`src/rtl/mips_pkg.sv`:
```
// Shared definitions for the instruction-fetch slice.
// Contents:
//   fetch_state_t  - IF-stage sequencer states (boot, fetch, hold)
//   INSTR_W        - instruction width
//   NOP_INSTR      - value held in empty instruction registers
//   PC_STEP        - sequential fetch increment
//   is_misaligned  - true when an address is not word aligned
package mips_pkg;

    localparam int unsigned INSTR_W = 32;
    localparam logic [INSTR_W-1:0] NOP_INSTR = 32'h0000_0000;
    localparam logic [31:0] PC_STEP = 32'h0000_0004;

    typedef enum logic [1:0] {
        S_BOOT  = 2'd0,
        S_FETCH = 2'd1,
        S_HOLD  = 2'd2
    } fetch_state_t;

    function automatic logic is_misaligned(input logic [31:0] addr);
        return (addr[1:0] != 2'b00);
    endfunction

endpackage

```
`src/rtl/if_resp_buffer.sv`:
```
// One-entry skid buffer for an instruction-memory response that arrives
// while the pipeline is frozen. The entry remembers whether it was marked
// as wrong-path when captured, so the consumer can drop it on release.
// Ports:
//   clk, rst        - clock, synchronous active-high reset
//   capture         - load instr/pc4 into the entry
//   squash          - tag the captured entry as wrong-path
//   clear           - empty the entry (takes priority over capture)
//   capture_instr   - instruction word to store
//   capture_pc4     - fetch address + 4 to store
//   buf_valid       - entry occupied
//   buf_squashed    - occupied entry is wrong-path
//   buf_instr       - stored instruction
//   buf_pc4         - stored fetch address + 4
module if_resp_buffer
    import mips_pkg::*;
(
    input  logic               clk,
    input  logic               rst,
    input  logic               capture,
    input  logic               squash,
    input  logic               clear,
    input  logic [INSTR_W-1:0] capture_instr,
    input  logic [31:0]        capture_pc4,
    output logic               buf_valid,
    output logic               buf_squashed,
    output logic [INSTR_W-1:0] buf_instr,
    output logic [31:0]        buf_pc4
);

    logic               valid_r;
    logic               squashed_r;
    logic [INSTR_W-1:0] instr_r;
    logic [31:0]        pc4_r;

    // Entry storage: clear beats capture so a redirect always empties it.
    always_ff @(posedge clk) begin
        if (rst) begin
            valid_r    <= 1'b0;
            squashed_r <= 1'b0;
            instr_r    <= NOP_INSTR;
            pc4_r      <= 32'h0000_0000;
        end else if (clear) begin
            valid_r    <= 1'b0;
            squashed_r <= 1'b0;
        end else if (capture) begin
            valid_r    <= 1'b1;
            squashed_r <= squash;
            instr_r    <= capture_instr;
            pc4_r      <= capture_pc4;
        end else begin
            valid_r    <= valid_r;
            squashed_r <= squashed_r;
        end
    end

    assign buf_valid    = valid_r;
    assign buf_squashed = squashed_r;
    assign buf_instr    = instr_r;
    assign buf_pc4      = pc4_r;

endmodule

```
`src/rtl/if_fetch_redirect.sv`:
```
// IF-stage program-counter owner. Issues instruction-memory requests,
// forwards responses (instruction + PC+4) into the IF/ID register, and
// consumes EX-stage redirects: the two younger wrong-path instructions are
// flushed and the in-flight fetch is dropped. A misaligned redirect target
// is replaced by EXC_VECTOR and recorded in a sticky error register.
// Ports:
//   clk, rst                   - clock, synchronous active-high reset
//   stall                      - downstream freeze
//   redirect_valid/redirect_pc - EX-stage taken branch/jump and target
//   imem_req/imem_addr         - fetch request and address (current PC)
//   imem_gnt                   - request accepted this cycle
//   imem_rdata                 - instruction, one cycle after acceptance
//   ifid_valid/instr/pc4       - IF/ID register contents
//   flush_ifid/flush_idex      - combinational flush on redirect
//   misalign_err/misalign_epc  - sticky misalign flag and offending target
module if_fetch_redirect
    import mips_pkg::*;
#(
    parameter logic [31:0] RESET_PC   = 32'h0000_0000,
    parameter logic [31:0] EXC_VECTOR = 32'h0000_0080
)(
    input  logic               clk,
    input  logic               rst,
    input  logic               stall,
    input  logic               redirect_valid,
    input  logic [31:0]        redirect_pc,
    output logic               imem_req,
    output logic [31:0]        imem_addr,
    input  logic               imem_gnt,
    input  logic [INSTR_W-1:0] imem_rdata,
    output logic               ifid_valid,
    output logic [INSTR_W-1:0] ifid_instr,
    output logic [31:0]        ifid_pc4,
    output logic               flush_ifid,
    output logic               flush_idex,
    output logic               misalign_err,
    output logic [31:0]        misalign_epc
);

    fetch_state_t       state_r, state_next_s;
    logic [31:0]        pc_r, pc_next_s;
    logic               inflight_r;
    logic [31:0]        inflight_pc4_r;
    logic               ifid_valid_r, ifid_valid_next_s;
    logic [INSTR_W-1:0] ifid_instr_r, ifid_instr_next_s;
    logic [31:0]        ifid_pc4_r, ifid_pc4_next_s;
    logic               misalign_err_r;
    logic [31:0]        misalign_epc_r;

    logic               req_s;
    logic               accept_s;
    logic               squash_s;
    logic               buf_capture_s;
    logic               buf_clear_s;
    logic               buf_valid_s;
    logic               buf_squashed_s;
    logic [INSTR_W-1:0] buf_instr_s;
    logic [31:0]        buf_pc4_s;

    // A redirect kills whatever response is arriving this cycle.
    assign squash_s = redirect_valid;

    // Capture a response that lands while frozen; release or redirect empties it.
    assign buf_capture_s = (state_r == S_FETCH) && inflight_r && stall;
    assign buf_clear_s   = redirect_valid || ((state_r == S_HOLD) && !stall);

    if_resp_buffer u_resp_buffer (
        .clk           (clk),
        .rst           (rst),
        .capture       (buf_capture_s),
        .squash        (squash_s),
        .clear         (buf_clear_s),
        .capture_instr (imem_rdata),
        .capture_pc4   (inflight_pc4_r),
        .buf_valid     (buf_valid_s),
        .buf_squashed  (buf_squashed_s),
        .buf_instr     (buf_instr_s),
        .buf_pc4       (buf_pc4_s)
    );

    // Sequencer next state, request generation and PC selection.
    always_comb begin
        state_next_s = state_r;
        pc_next_s    = pc_r;
        req_s        = 1'b0;
        accept_s     = 1'b0;
        case (state_r)
            S_BOOT: begin
                state_next_s = S_FETCH;
            end
            S_FETCH: begin
                req_s = !stall && !redirect_valid;
                if (inflight_r && stall) begin
                    state_next_s = S_HOLD;
                end else begin
                    state_next_s = S_FETCH;
                end
            end
            S_HOLD: begin
                if (!stall) begin
                    state_next_s = S_FETCH;
                end else begin
                    state_next_s = S_HOLD;
                end
            end
            default: begin
                state_next_s = S_BOOT;
            end
        endcase
        accept_s = req_s && imem_gnt;
        // Redirect overrides stall, hold and any sequential increment.
        if (redirect_valid) begin
            state_next_s = S_FETCH;
            if (is_misaligned(redirect_pc)) begin
                pc_next_s = EXC_VECTOR;
            end else begin
                pc_next_s = redirect_pc;
            end
        end else if (accept_s) begin
            pc_next_s = pc_r + PC_STEP;
        end else begin
            pc_next_s = pc_r;
        end
    end

    // IF/ID next contents: redirect clears, stall holds, otherwise load.
    always_comb begin
        ifid_valid_next_s = ifid_valid_r;
        ifid_instr_next_s = ifid_instr_r;
        ifid_pc4_next_s   = ifid_pc4_r;
        if (redirect_valid) begin
            ifid_valid_next_s = 1'b0;
        end else if (stall) begin
            ifid_valid_next_s = ifid_valid_r;
        end else if (state_r == S_HOLD) begin
            ifid_valid_next_s = buf_valid_s && !buf_squashed_s;
            ifid_instr_next_s = buf_instr_s;
            ifid_pc4_next_s   = buf_pc4_s;
        end else if ((state_r == S_FETCH) && inflight_r && !squash_s) begin
            ifid_valid_next_s = 1'b1;
            ifid_instr_next_s = imem_rdata;
            ifid_pc4_next_s   = inflight_pc4_r;
        end else begin
            ifid_valid_next_s = 1'b0;
        end
    end

    // State, PC, in-flight tracking and IF/ID register.
    always_ff @(posedge clk) begin
        if (rst) begin
            state_r        <= S_BOOT;
            pc_r           <= RESET_PC;
            inflight_r     <= 1'b0;
            inflight_pc4_r <= 32'h0000_0000;
            ifid_valid_r   <= 1'b0;
            ifid_instr_r   <= NOP_INSTR;
            ifid_pc4_r     <= 32'h0000_0000;
        end else begin
            state_r      <= state_next_s;
            pc_r         <= pc_next_s;
            inflight_r   <= accept_s;
            ifid_valid_r <= ifid_valid_next_s;
            ifid_instr_r <= ifid_instr_next_s;
            ifid_pc4_r   <= ifid_pc4_next_s;
            if (accept_s) begin
                inflight_pc4_r <= pc_r + PC_STEP;
            end else begin
                inflight_pc4_r <= inflight_pc4_r;
            end
        end
    end

    // Sticky misalign record; only reset clears it.
    always_ff @(posedge clk) begin
        if (rst) begin
            misalign_err_r <= 1'b0;
            misalign_epc_r <= 32'h0000_0000;
        end else if (redirect_valid && is_misaligned(redirect_pc)) begin
            misalign_err_r <= 1'b1;
            misalign_epc_r <= redirect_pc;
        end else begin
            misalign_err_r <= misalign_err_r;
            misalign_epc_r <= misalign_epc_r;
        end
    end

    assign imem_req     = req_s;
    assign imem_addr    = pc_r;
    assign ifid_valid   = ifid_valid_r;
    assign ifid_instr   = ifid_instr_r;
    assign ifid_pc4     = ifid_pc4_r;
    assign flush_ifid   = redirect_valid;
    assign flush_idex   = redirect_valid;
    assign misalign_err = misalign_err_r;
    assign misalign_epc = misalign_epc_r;

endmodule

```
`config.mk`:
```
export PLATFORM = sky130hd
export DESIGN_NAME = if_fetch_redirect
export DESIGN_NICKNAME = d
export VERILOG_FILES = /design/src/rtl/mips_pkg.sv /design/src/rtl/if_resp_buffer.sv /design/src/rtl/if_fetch_redirect.sv
export SDC_FILE = /design/constraint.sdc
export NUM_CORES = 1
export LEC_CHECK = 0
export BUFFER_PORTS_ARGS = -buffer_cell sky130_fd_sc_hd__clkbuf_2
export CAP_MARGIN = 20
export CELL_PAD_IN_SITES_DETAIL_PLACEMENT = 0
export CELL_PAD_IN_SITES_GLOBAL_PLACEMENT = 1
export CORE_AREA = 2 2 157 159
export CTS_CLUSTER_SIZE = 14
export DETAILED_ROUTE_END_ITERATION = 7
export DIE_AREA = 0 0 159 161
export GPL_TIMING_DRIVEN = 0
export HOLD_SLACK_MARGIN = 0.12
export PLACE_DENSITY_LB_ADDON = 0.12
export SLEW_MARGIN = 30
export SYNTH_ARGS = -nofsm -noshare
export SYNTH_HDL_FRONTEND = slang
export SYNTH_SLANG_ARGS = --single-unit
export TNS_END_PERCENT = 100
```
`constraint.sdc`:
```
create_clock -name clk -period 2.57 [get_ports clk]
set_clock_uncertainty 0.05 [all_clocks]
set_input_delay 0.257 -clock clk [delete_from_list [all_inputs] [get_ports clk]]
set_output_delay 0.257 -clock clk [all_outputs]
set_load 0.03 [all_outputs]
```
==> run summary <==
The number of global-route vias before repair is 8183. From synthesis to final layout, the design area changed by 30.43%. The chip height is about 160 um.

The number of antenna violations at the first check in global routing is 0. In this run the tightest slew margin relative to its limit is 46.73%. The clock buffer count from CTS is 26. The startpoint type of the worst setup path is a flip-flop.

The count of pins on the block boundary came out at approximately 200. The number of cells on the worst reg-to-reg path came out at 6. The floorplan step defined a die boundary enclosing 25600 um2.

The area of the core came out at about 24000 um2. The die boundary width is about 160 um. For this run, asynchronously set or reset flops after synthesis account for 0%. The antenna cell count came out at 0. Buffers placed on the I/O ports in this run total 199. The leading area contributor after synthesis is dfxtp_1.

The final worst-path cycle share is between 80 and 90%. The total negative slack is 0 ns. The combined buffer and inverter count along the critical path came out at 0. The sum of net half-perimeters after detailed placement is between 20 and 25 mm. The antenna violation net count after detailed routing is 0.

Setup violations remaining at the end of the flow were counted as 0. Counting flops with a built-in enable in the synthesized netlist gives 0. The share of the yosys chip area belonging to registers came out at between 40% and 50%. The mapped netlist covers between 9000 and 10000 um2.

The endpoint of the worst-slack reg-to-reg timing path is imem_addr[16]. The max-slew violation total from the final report is 0. The cell type of the slowest stage on the worst timing path is dfxtp_1. The per-cell via count in the routed design came out at roughly 5. TritonCTS built the clock tree. The later pin in the worst-skew pair is clocked with a latency of approximately 0.53 ns. Following the worst setup path forward leads to its endpoint at imem_addr[16]. The via count came out at 8673. The instance count on the critical path came out at 6. In the final design database the tool counted approximately 1500 nets.

Max-cap violations in this run came to 0. The category of the most critical setup path is reg2reg. The worst hold path belongs to the class in2reg. Tracing the worst setup path back leads to its startpoint at imem_addr[2]. The global-route wire length before repair came out at about 45 mm. The maximum level of the CTS H-tree came out at 1. The gate count of the mapped netlist is 1101.

The worst register-to-register path begins at imem_addr[2]. The share of the synthesized area in the top cell type came out at 48.95%. Once the clock tree was built, the resizer swapped 0 gates to a different size. The residual overflow from global routing came out at 0. After detailed routing, the number of remaining DRC violations is 0. Walking the worst path, the cells encountered are ha_1, nand4_2, or2_2, nor3_2, o21bai_1, a221o_1.

The number of hold violations in the final report came out at 0. The shortest period the worst path allows came out at roughly 2.3 ns. The fraction of final layout cells sized beyond drive strength 1 came out at 19.73%. In this run the clock root is driven by a clkbuf_16. The buffer depth of the longest clock path is 3. The average instance area after synthesis is between 8 and 9 um2. The leakage power summed over all cells is between 5 and 6 nW. For this configuration, the core starts out at a cell density of 39.43%. The final weighted congestion in routability-driven placement came out at around 0.84. The number of violations reported at the end of detailed-routing iteration 0 is about 500. Sorting the synthesized cells by area gives the leading types as dfxtp_1, nand2_1, mux2i_1.

The hold slack is between 0.15 and 0.2 ns. The total routing resource utilization after global routing came out at a little over a fifth. The total number of yosys warnings came out at 0.

STA puts the critical path data arrival time at between 2 and 3 ns. STA classifies the critical path endpoint as a flip-flop. The highest cell delay on the worst timing path came out at 0.48 ns. The worst-case IR drop observed on VDD is between 0.4 and 0.5 mV.

For the pin with the worst max-slew slack, the measured transition is ~0.79 ns. The synthesized netlist contains 57 unique library cells. The clock net in this run drives a total of between 200 and 250 sinks.

When the netlist entered floorplanning its net count stood at about 1200. The largest net degree at the start of global routing came out at 14. The data required time at the worst endpoint is between 2 and 3 ns. The largest fanout of any net on the critical path came out at 6. The setup slack of the most critical reg-to-reg path came out at about 0.26 ns. Among cell families on the critical path, the largest total delay comes from simple AND/OR/NAND/NOR gates. The count of standard-cell rows came out at between 50 and 60. The pre-antenna-repair detailed-routing pass consisted of 5 iterations.

The wire length per cell after detailed routing came out at 16.36 um. The run finished with clean final reports. Clock-pin slew was measured on the worst setup and hold paths at 0.06 ns. Synthesis inferred 231 register bits.

The routed wire length came out at between 20 and 30 mm. The most used flip-flop cell after synthesis is dfxtp_1. The maximum operating frequency came out at ~0.43 GHz. Setup repair after global routing left no endpoint under its margin. The power per cell area is between 600 and 700 nW/um2.
worst reg2reg max path: stages, from the launching register on:
cell      delay [ns]
dfxtp_1         0.48
ha_1            0.32
nand4_2         0.26
or2_2           0.40
nor3_2          0.30
o21bai_1        0.12
a221o_1         0.29
cell families after synthesis:
group / count (synthesis) / synth area share (%)
AOI/OAI and AO/OA: 267 / 17.90
xor gates and xnor gates: 33 / 3.059
adders and majority gates: 1 / 0.1324
buffers and inverters: 94 / 4.172
DFF: 231 / 48.95
muxes: 66 / 7.006
and+or+nand+nor: 409 / 18.78
cell usage after synthesis, drive strengths merged, types with 5 or more instances:
library cell / number
o22ai: 5
a21oi: 122
nor2: 102
xor2: 13
buf: 31
xnor2: 20
nand4: 13
mux2i: 65
a211oi: 82
nor3: 11
o311ai: 6
and3: 9
nand3: 17
o21ai: 15
a22o: 5
a22oi: 9
o211ai: 7
clkbuf: 57
and2: 5
dfxtp: 231
nand2: 230
inv: 5
area by class of cell:
| type | count | area [um2] |
|---|---|---|
| buffer | 88 | 371.6 |
| clock buffer | 35 | 715.7 |
| clock inverter | 8 | 102.6 |
| fill | 2410 | 11640 |
| inverter | 6 | 22.52 |
| multi-input combinational | 776 | 4429 |
| sequential | 231 | 4624 |
| tap | 324 | 405.4 |
| timing repair buffer | 265 | 1652 |
routing by layer:
layer	share of wire (%)	vias up	routed length, um	GRT usage (%)
met5	0	-	0	0
met4	1.4	0	386	4.339
met3	5.9	30	1674	4.263
met2	44	237	12600	34.27
met1	48	3990	13690	30.40
li1	-	4416	-	-
sequential cells by signal (all words and copies together) (netlist names), 2 cells and up:
| signal | count |
|---|---|
| u_resp_buffer.buf_instr | 32 |
| ifid_pc4 | 32 |
| u_resp_buffer.buf_pc4 | 32 |
| ifid_instr | 32 |
| misalign_epc | 32 |
| inflight_pc4_r | 32 |
| imem_addr | 32 |
| state_r | 2 |
repair_timing:
action / 4_1_cts / 5_1_grt
endpoints found under the hold margin: 126 / 0
hold buffers: 64 / 0
endpoints found under the setup margin: 0 / 1
buffers inserted: 0 / 2
how the worst min path moves through the flow:
| stage | slack [ns] | depth (start not counted) | from | endpoint |
|---|---|---|---|---|
| after floorplan | 0.33 | 2 | redirect_pc[17] | imem_addr[17] |
| after global placement | 0.39 | 2 | u_resp_buffer.buf_pc4[5] | u_resp_buffer.buf_pc4[5] |
| after detailed placement | 0.40 | 2 | u_resp_buffer.buf_instr[18] | u_resp_buffer.buf_instr[18] |
| after CTS | 0.15 | 3 | redirect_valid | imem_addr[7] |
| after global routing | 0.16 | 3 | redirect_valid | imem_addr[7] |
| final | 0.17 | 3 | redirect_valid | imem_addr[7] |
power breakdown:
| group | internal (mW) | total (mW) | switching, mW |
|---|---|---|---|
| combinational | 0.227 | 0.605 | 0.378 |
| sequential | 3.65 | 3.70 | 0.0573 |
| clock | 2.14 | 3.61 | 1.47 |
| total | 6.02 | 7.92 | 1.91 |
cell usage in the layout (no fill, tap or decap), types with 4 or more instances in the layout:
master,instances
and3_1,8
nand2_1,230
a211oi_1,79
dlygate4sd3_1,64
mux2i_1,65
buf_2,21
clkbuf_2,199
nor3_1,9
nor2_1,102
a22o_1,5
xnor2_1,20
o21ai_0,15
a22oi_1,9
inv_1,5
clkbuf_16,27
o22ai_1,5
xor2_1,13
and2_1,5
a21oi_1,122
buf_4,4
o311ai_0,6
nand3_1,15
o211ai_1,7
nand4_1,11
clkbuf_1,64
a31oi_1,4
buf_1,7
dfxtp_1,231
through the flow:
stage               total power [mW]  std cells  setup WS [ns]  utilization [%]  cell area, um2
floorplan                      4.085       1101         0.3589                -            9448
global placement               4.309       1624         0.1856            45.27           10850
detailed placement             4.311       1624         0.1739            45.27           10850
CTS                            8.005       1731         0.1763            51.36           12310
global route                   8.237       1733        0.08095            51.43           12320
finish                         7.923       1733         0.2573            51.43           12320
(Power assumes the default switching activity.)
